File: config.mk
export PLATFORM = sky130hd
export DESIGN_NAME = seg_scan_ctrl_flat
export DESIGN_NICKNAME = d
export VERILOG_FILES = /design/src/rtl/seg_pkg.sv /design/src/rtl/seg_scan_ctrl_if.sv /design/src/rtl/seg_shift595.sv /design/src/rtl/seg_scan_ctrl.sv /design/src/flat_wrapper.sv
export SDC_FILE = /design/constraint.sdc
export NUM_CORES = 1
export LEC_CHECK = 0
export CORE_ASPECT_RATIO = 0.8
export CORE_MARGIN = 5
export CORE_UTILIZATION = 63
export DETAILED_ROUTE_END_ITERATION = 6
export DONT_BUFFER_PORTS = 1
export GPL_ROUTABILITY_DRIVEN = 0
export HOLD_SLACK_MARGIN = 0.03
export PLACE_DENSITY = 0.86
export SLEW_MARGIN = 40
export SYNTH_ARGS = -nofsm -noshare
export SYNTH_HDL_FRONTEND = slang
export SYNTH_HIERARCHICAL = 1
export SYNTH_SLANG_ARGS = --single-unit
File: constraint.sdc
create_clock -name clk -period 3.7 [get_ports clk]
set_clock_uncertainty 0.15 [all_clocks]
set_input_delay 0.37 -clock clk [delete_from_list [all_inputs] [get_ports clk]]
set_output_delay 0.37 -clock clk [all_outputs]
set_load 0.01 [all_outputs]
File: src/rtl/seg_pkg.sv
// Shared constants, state type and segment decode for the 74HC595 display scanner.
package seg_pkg;

    localparam int unsigned NDIG   = 8;
    localparam int unsigned DIG_W  = 3;
    localparam int unsigned WORD_W = 16;
    localparam int unsigned DIV_W  = 16;

    // Digit entry layout: {blank, dp, hex[3:0]}
    localparam int unsigned ENT_W       = 6;
    localparam int unsigned ENT_BLANK   = 5;
    localparam int unsigned ENT_DP      = 4;
    localparam int unsigned ENT_HEX_MSB = 3;
    localparam int unsigned ENT_HEX_LSB = 0;

    localparam logic [ENT_W-1:0] ENT_BLANK_VAL = 6'b100000;

    // Active-low segments, bit7=a .. bit1=g, bit0=dp (dp off in the table)
    localparam logic [7:0] SEG_LUT [16] = '{
        8'h03, 8'h9F, 8'h25, 8'h0D, 8'h99, 8'h49, 8'h41, 8'h1F,
        8'h01, 8'h09, 8'h11, 8'hC1, 8'h63, 8'h85, 8'h61, 8'h71
    };

    typedef enum logic [1:0] {
        LOAD,
        SHIFT,
        LATCH
    } scan_state_e;

    function automatic logic [7:0] seg_byte(input logic [ENT_W-1:0] ent);
        logic [7:0] lut_v;
        lut_v = SEG_LUT[ent[ENT_HEX_MSB:ENT_HEX_LSB]];
        if (ent[ENT_BLANK]) begin
            return 8'hFF;
        end
        return {lut_v[7:1], ~ent[ENT_DP]};
    endfunction

    // Serial word: one-hot digit select in the upper byte, segments in the lower byte
    function automatic logic [WORD_W-1:0] scan_word(input logic [DIG_W-1:0] digit,
                                                    input logic [ENT_W-1:0] ent);
        logic [7:0] sel;
        sel = 8'b1 << digit;
        return {sel, seg_byte(ent)};
    endfunction

endpackage

File: src/rtl/seg_scan_ctrl_if.sv
// Host write port of the display scanner: valid/ready handshake with address and entry.
interface seg_scan_ctrl_if;
    import seg_pkg::*;

    logic             wr_valid;
    logic             wr_ready;
    logic [DIG_W-1:0] wr_addr;
    logic [ENT_W-1:0] wr_data;

    modport master (
        output wr_valid,
        output wr_addr,
        output wr_data,
        input  wr_ready
    );

    modport slave (
        input  wr_valid,
        input  wr_addr,
        input  wr_data,
        output wr_ready
    );

endinterface

File: src/rtl/seg_shift595.sv
// Serializer for a 74HC595 chain: loads a 16-bit word, shifts it LSB first on a
// divided shift clock, then pulses the storage clock. done_o marks the last latch cycle.
module seg_shift595
    import seg_pkg::*;
#(
    parameter int unsigned HALF_DIV = 512
) (
    input  logic              clk,
    input  logic              rst,
    input  logic [WORD_W-1:0] word_i,
    output logic              ds_o,
    output logic              shclk_o,
    output logic              stclk_o,
    output logic              done_o
);

    localparam logic [DIV_W-1:0] DIV_LAST = DIV_W'(HALF_DIV - 1);
    localparam logic [3:0]       FALL_LAST = 4'(WORD_W - 1);

    scan_state_e       state_q, state_d;
    logic [DIV_W-1:0]  div_q, div_d;
    logic [3:0]        fall_q, fall_d;
    logic [WORD_W-1:0] sreg_q, sreg_d;
    logic              shclk_q, shclk_d;
    logic              stclk_q, stclk_d;

    // ds is the shift register LSB, so it only moves on load or on a falling shclk
    assign ds_o    = sreg_q[0];
    assign shclk_o = shclk_q;
    assign stclk_o = stclk_q;

    // State and output registers; reset kills any shift or latch in progress
    always_ff @(posedge clk or posedge rst) begin
        if (rst) begin
            state_q <= LOAD;
            div_q   <= '0;
            fall_q  <= '0;
            sreg_q  <= '0;
            shclk_q <= 1'b0;
            stclk_q <= 1'b0;
        end else begin
            state_q <= state_d;
            div_q   <= div_d;
            fall_q  <= fall_d;
            sreg_q  <= sreg_d;
            shclk_q <= shclk_d;
            stclk_q <= stclk_d;
        end
    end

    // Next-state: LOAD one clk, SHIFT 32 half-periods, LATCH one half-period
    always_comb begin
        state_d = state_q;
        div_d   = div_q;
        fall_d  = fall_q;
        sreg_d  = sreg_q;
        shclk_d = shclk_q;
        stclk_d = stclk_q;
        done_o  = 1'b0;
        unique case (state_q)
            LOAD: begin
                sreg_d  = word_i;
                shclk_d = 1'b0;
                stclk_d = 1'b0;
                div_d   = '0;
                fall_d  = '0;
                state_d = SHIFT;
            end
            SHIFT: begin
                if (div_q == DIV_LAST) begin
                    div_d = '0;
                    if (shclk_q) begin
                        shclk_d = 1'b0;
                        sreg_d  = {1'b0, sreg_q[WORD_W-1:1]};
                        fall_d  = fall_q + 4'd1;
                        if (fall_q == FALL_LAST) begin
                            stclk_d = 1'b1;
                            state_d = LATCH;
                        end
                    end else begin
                        shclk_d = 1'b1;
                    end
                end else begin
                    div_d = div_q + 1'b1;
                end
            end
            LATCH: begin
                if (div_q == DIV_LAST) begin
                    div_d   = '0;
                    stclk_d = 1'b0;
                    done_o  = 1'b1;
                    state_d = LOAD;
                end else begin
                    div_d = div_q + 1'b1;
                end
            end
            default: begin
                state_d = LOAD;
            end
        endcase
    end

endmodule

File: src/rtl/seg_scan_ctrl.sv
// 8-digit 7-segment scan controller: double-buffered digit entries written by the
// host, swapped at frame boundaries, decoded and streamed into a 74HC595 chain.
module seg_scan_ctrl
    import seg_pkg::*;
#(
    parameter int unsigned HALF_DIV = 512
) (
    input  logic           clk,
    input  logic           rst,
    seg_scan_ctrl_if.slave host,
    output logic           ds,
    output logic           shclk,
    output logic           stclk,
    output logic           frame_done
);

    logic [ENT_W-1:0]  shadow_q [NDIG];
    logic [ENT_W-1:0]  shadow_d [NDIG];
    logic [ENT_W-1:0]  active_q [NDIG];
    logic [ENT_W-1:0]  active_d [NDIG];
    logic              dirty_q, dirty_d;
    logic [DIG_W-1:0]  digit_q, digit_d;
    logic              digit_done;
    logic              wr_fire;
    logic [WORD_W-1:0] word;

    // Writes are refused only in the swap cycle so the copy never races a write
    assign frame_done    = digit_done && (digit_q == DIG_W'(NDIG - 1));
    assign host.wr_ready = ~rst & ~frame_done;
    assign wr_fire       = host.wr_valid & host.wr_ready;
    assign word          = scan_word(digit_q, active_q[digit_q]);

    seg_shift595 #(
        .HALF_DIV (HALF_DIV)
    ) u_shift (
        .clk     (clk),
        .rst     (rst),
        .word_i  (word),
        .ds_o    (ds),
        .shclk_o (shclk),
        .stclk_o (stclk),
        .done_o  (digit_done)
    );

    // Buffers, dirty flag and digit index registers; reset blanks both buffers
    always_ff @(posedge clk or posedge rst) begin
        if (rst) begin
            for (int unsigned i = 0; i < NDIG; i++) begin
                shadow_q[i] <= ENT_BLANK_VAL;
                active_q[i] <= ENT_BLANK_VAL;
            end
            dirty_q <= 1'b0;
            digit_q <= '0;
        end else begin
            shadow_q <= shadow_d;
            active_q <= active_d;
            dirty_q  <= dirty_d;
            digit_q  <= digit_d;
        end
    end

    // Host writes land in shadow; the frame boundary publishes shadow to active
    always_comb begin
        shadow_d = shadow_q;
        active_d = active_q;
        dirty_d  = dirty_q;
        digit_d  = digit_q;
        if (wr_fire) begin
            shadow_d[host.wr_addr] = host.wr_data;
            dirty_d                = 1'b1;
        end
        if (frame_done && dirty_q) begin
            active_d = shadow_q;
            dirty_d  = 1'b0;
        end
        if (digit_done) begin
            digit_d = digit_q + 1'b1;
        end
    end

endmodule

File: src/flat_wrapper.sv
// flat-port wrapper written by rule: the top's interface ports become plain ports
module seg_scan_ctrl_flat import seg_pkg::*;
#(
    parameter int unsigned HALF_DIV = 512
)
  (clk, rst, ds, shclk, stclk, frame_done, host_wr_valid, host_wr_addr, host_wr_data, host_wr_ready);
  seg_scan_ctrl_if host_i ();
  input  logic clk;
  input  logic rst;
  output logic ds;
  output logic shclk;
  output logic stclk;
  output logic frame_done;
  input wire logic [$bits(host_i.wr_valid)-1:0] host_wr_valid;
  input wire logic [$bits(host_i.wr_addr)-1:0] host_wr_addr;
  input wire logic [$bits(host_i.wr_data)-1:0] host_wr_data;
  output wire logic [$bits(host_i.wr_ready)-1:0] host_wr_ready;
  assign host_i.wr_valid = host_wr_valid;
  assign host_i.wr_addr = host_wr_addr;
  assign host_i.wr_data = host_wr_data;
  assign host_wr_ready = host_i.wr_ready;
  seg_scan_ctrl #(.HALF_DIV(HALF_DIV)) u_core (.clk(clk), .rst(rst), .host(host_i), .ds(ds), .shclk(shclk), .stclk(stclk), .frame_done(frame_done));
endmodule
==> impl_metrics.ini <==
[setup_path]
crit_fanout = 14
slowest_delay_ns = 0.56
critical_path.endpoint_type = flip-flop
cp-start-kind = flip-flop
crit_arrival_ns = 3.40
path_cells = or4_4 > or4_4 > nor2_1 > buf_4 > nand2_1 > and3_1 > nand3b_1 > mux2_2
crit_slowest_cell = or4_4
critPathMostFrequentCell = or4_4
cp.buffers_inverters = 1
critPathTopFamily = simple AND/OR/NAND/NOR gates
required_ns = 3.85
path_class = flip-flop to flip-flop

[yosys]
synth-async-reset-ratio_pct = 100.0
syn_avg_cell_area_sq_um = 13.13
synth_seq_cells = 140
synth_cells = 509
synth-seq-area-share_pct = 52.73
ys_warn_count = 6
synth_ff_type = dfrtp_1
synth_nets = 540
synth_cell_types = 58
netlist_area_sq_mm = 0.006681
synth_edf_count = 0

[clocking]
numCtsBuffers = 17
clockBufferDepth = 2
root_buffer = clkbuf_16
cts_max_level = 4
clock_latency_ns = 0.42
cts_tree = yes
clk_pin_slew_ns = 0.06
postCtsSetupRepairBufs = 0
cts.sinks = 140
ctsResizeCount = 0

[timing]
hold_viol = 0
tns_ns = 0
worst_pin_slew_ns = 0.7854
maxSlewHeadroom_pct = 47.41
drv_slew = 0
period_needed_ns = 3.256
post-route-period-util_pct = 88.00
setup_viol = 0
fin_ws_ns = 0.4438
rsz0062_at_grt = false
fmax_mhz = 307.1

[die]
die_y_um = 102.1
coreArea_sq_mm = 0.01032
start_util_pct = 64.73
die_w_um = 125.1
io-pin-count = 17
rows = 33
die-area_sq_mm = 0.01278

[final_layout]
layout_common_cells = 124 x dfrtp_1, 98 x mux2_2, 27 x nand2_1
drive_gt1_share_pct = 36.43
fin_area_sq_mm = 0.007480
final.fill_count = 658
final_util_pct = 72.46
num_antenna_cells = 0
final_nets = 556
final_common_cell = dfrtp_1
synthToLayoutAreaGrowth_pct = 11.95

[min_path]
holdCritPathClass = primary input to flip-flop

[grt]
grt-ovfl-total = 0
grt_pass1_vias = 4301
grt_pass1_wl_um = 22870
grt_use_total_pct = 23.06
antenna_found_initial = 0
grt_max_degree = 49

[drt]
totalWireLength_um = 13700
drc = 0
drt-initial-drc-count = 370
num_vias = 4098
dr.pass1.iters = 6
vias_per_cell = 6.044
ant_nets = 0
wl_per_cell_um = 20.21

[power]
p_per_area_mw_per_mm2 = 480.7
p_leak_nw = 3.365
peakVddDrop_mv = 0.4213
fin_total_pwr_mw = 3.595

[run]
maxCapViolations = 0

[outcome]
status = finished clean

[placed_design]
io_buffers = 0
postPlaceCellArea_sq_mm = 0.006822
dp_hpwl_um = 9008
dpl_worst_slack_ns = 0.4905
[cells by family after synthesis]
kind of cell	after synthesis	share of synthesized area, %
flops	140	52.73
compound gates	54	6.573
buf+inv	37	2.809
mux	117	21.89
xor+xnor	14	1.835
fa+ha+maj	19	3.558
simple gates	128	10.60
[registers in the layout, summed over array words and instances, names as in the netlist]
name / flops
u_core/u_shift/div_q: 16
u_core/u_shift/fall_q: 4
u_core/digit_q: 3
u_core/u_shift/shclk_o: 1
u_core/shadow_q: 48
u_core/u_shift/stclk_o: 1
u_core/active_q: 48
u_core/u_shift/sreg_q: 16
u_core/u_shift/state_q: 2
u_core/dirty_q: 1
[metal layers]
layer | wire length (um) | share of wire, % | GRT usage, % | vias up
li1 | - | - | - | 1886
met1 | 6107 | 45 | 29.92 | 2096
met2 | 6919 | 51 | 38.87 | 91
met3 | 516 | 3.8 | 5.956 | 25
met4 | 156 | 1.1 | 7.333 | 0
met5 | 0 | 0 | 0 | -
[timing repair]
item                                    CTS  global route
hold buffers                              7             0
endpoints found under the setup margin    0             0
hold endpoints to repair                 98             0
[layout make-up]
| type | count | area, sq um | share of cell area [%] |
|---|---|---|---|
| Sequential cell | 140 | 3523 | 47.11 |
| Clock inverter | 14 | 158.9 | 2.124 |
| Timing Repair Buffer | 19 | 160.2 | 2.141 |
| Tap cell | 140 | 175.2 | 2.342 |
| Multi-Input combinational cell | 332 | 2975 | 39.78 |
| Clock buffer | 18 | 429.2 | 5.738 |
| Inverter | 15 | 57.56 | 0.7695 |
[per-stage QoR]
stage / hold slack [ns] / instances
2_1_floorplan: 0.2986 / 509
3_3_place_gp: 0.1264 / 639
5_1_grt: 0.06308 / 678
6_report: 0.07792 / 678
3_5_place_dp: 0.1284 / 639
4_1_cts: 0.06142 / 678
[worst paths after layout]
check	from	end	slack (ns)	cells after the start
max in group asynchronous	rst	u_core/shadow_q[28]	2.22	3
max	u_core/u_shift/div_q[12]	u_core/shadow_q[24]	0.44	8
max reg2reg	u_core/u_shift/div_q[12]	u_core/shadow_q[24]	0.44	8
min reg2reg	u_core/active_q[16]	u_core/active_q[16]	0.35	1
min	host_wr_addr[1]	u_core/shadow_q[47]	0.08	2
min in group asynchronous	rst	u_core/active_q[44]	0.34	2
[cells in the mapped netlist (all sizes together), types with 2 or more instances]
cell / n / area [sq um]
a21oi: 10 / 50.05
a221o: 4 / 40.04
and2: 4 / 25.02
buf: 12 / 93.84
clkbuf: 10 / 37.54
dfrtp: 124 / 3103
dfstp: 16 / 420.4
ha: 19 / 237.7
inv: 15 / 56.30
mux2: 98 / 1104
mux2i: 9 / 118.9
mux4: 10 / 240.2
nand2: 28 / 105.1
nand2b: 15 / 93.84
nand3: 11 / 55.05
nand3b: 3 / 22.52
nand4: 3 / 18.77
nand4b: 2 / 17.52
nor2: 26 / 97.59
nor2b: 8 / 50.05
nor3: 5 / 30.03
nor3b: 3 / 32.53
nor4: 3 / 18.77
nor4b: 2 / 23.77
o21ai: 12 / 60.06
o221a: 15 / 168.9
o41ai: 2 / 17.52
or3: 4 / 25.02
or4: 6 / 52.55
xnor2: 10 / 87.58
xor2: 4 / 35.03
[report_power, final]
group | switching [mW] | internal [mW] | total [mW]
Sequential | 0.0658 | 1.67 | 1.73
Clock | 0.679 | 1.00 | 1.68
Combinational | 0.0770 | 0.101 | 0.178
Total | 0.822 | 2.77 | 3.60
(Power assumes the default switching activity.)
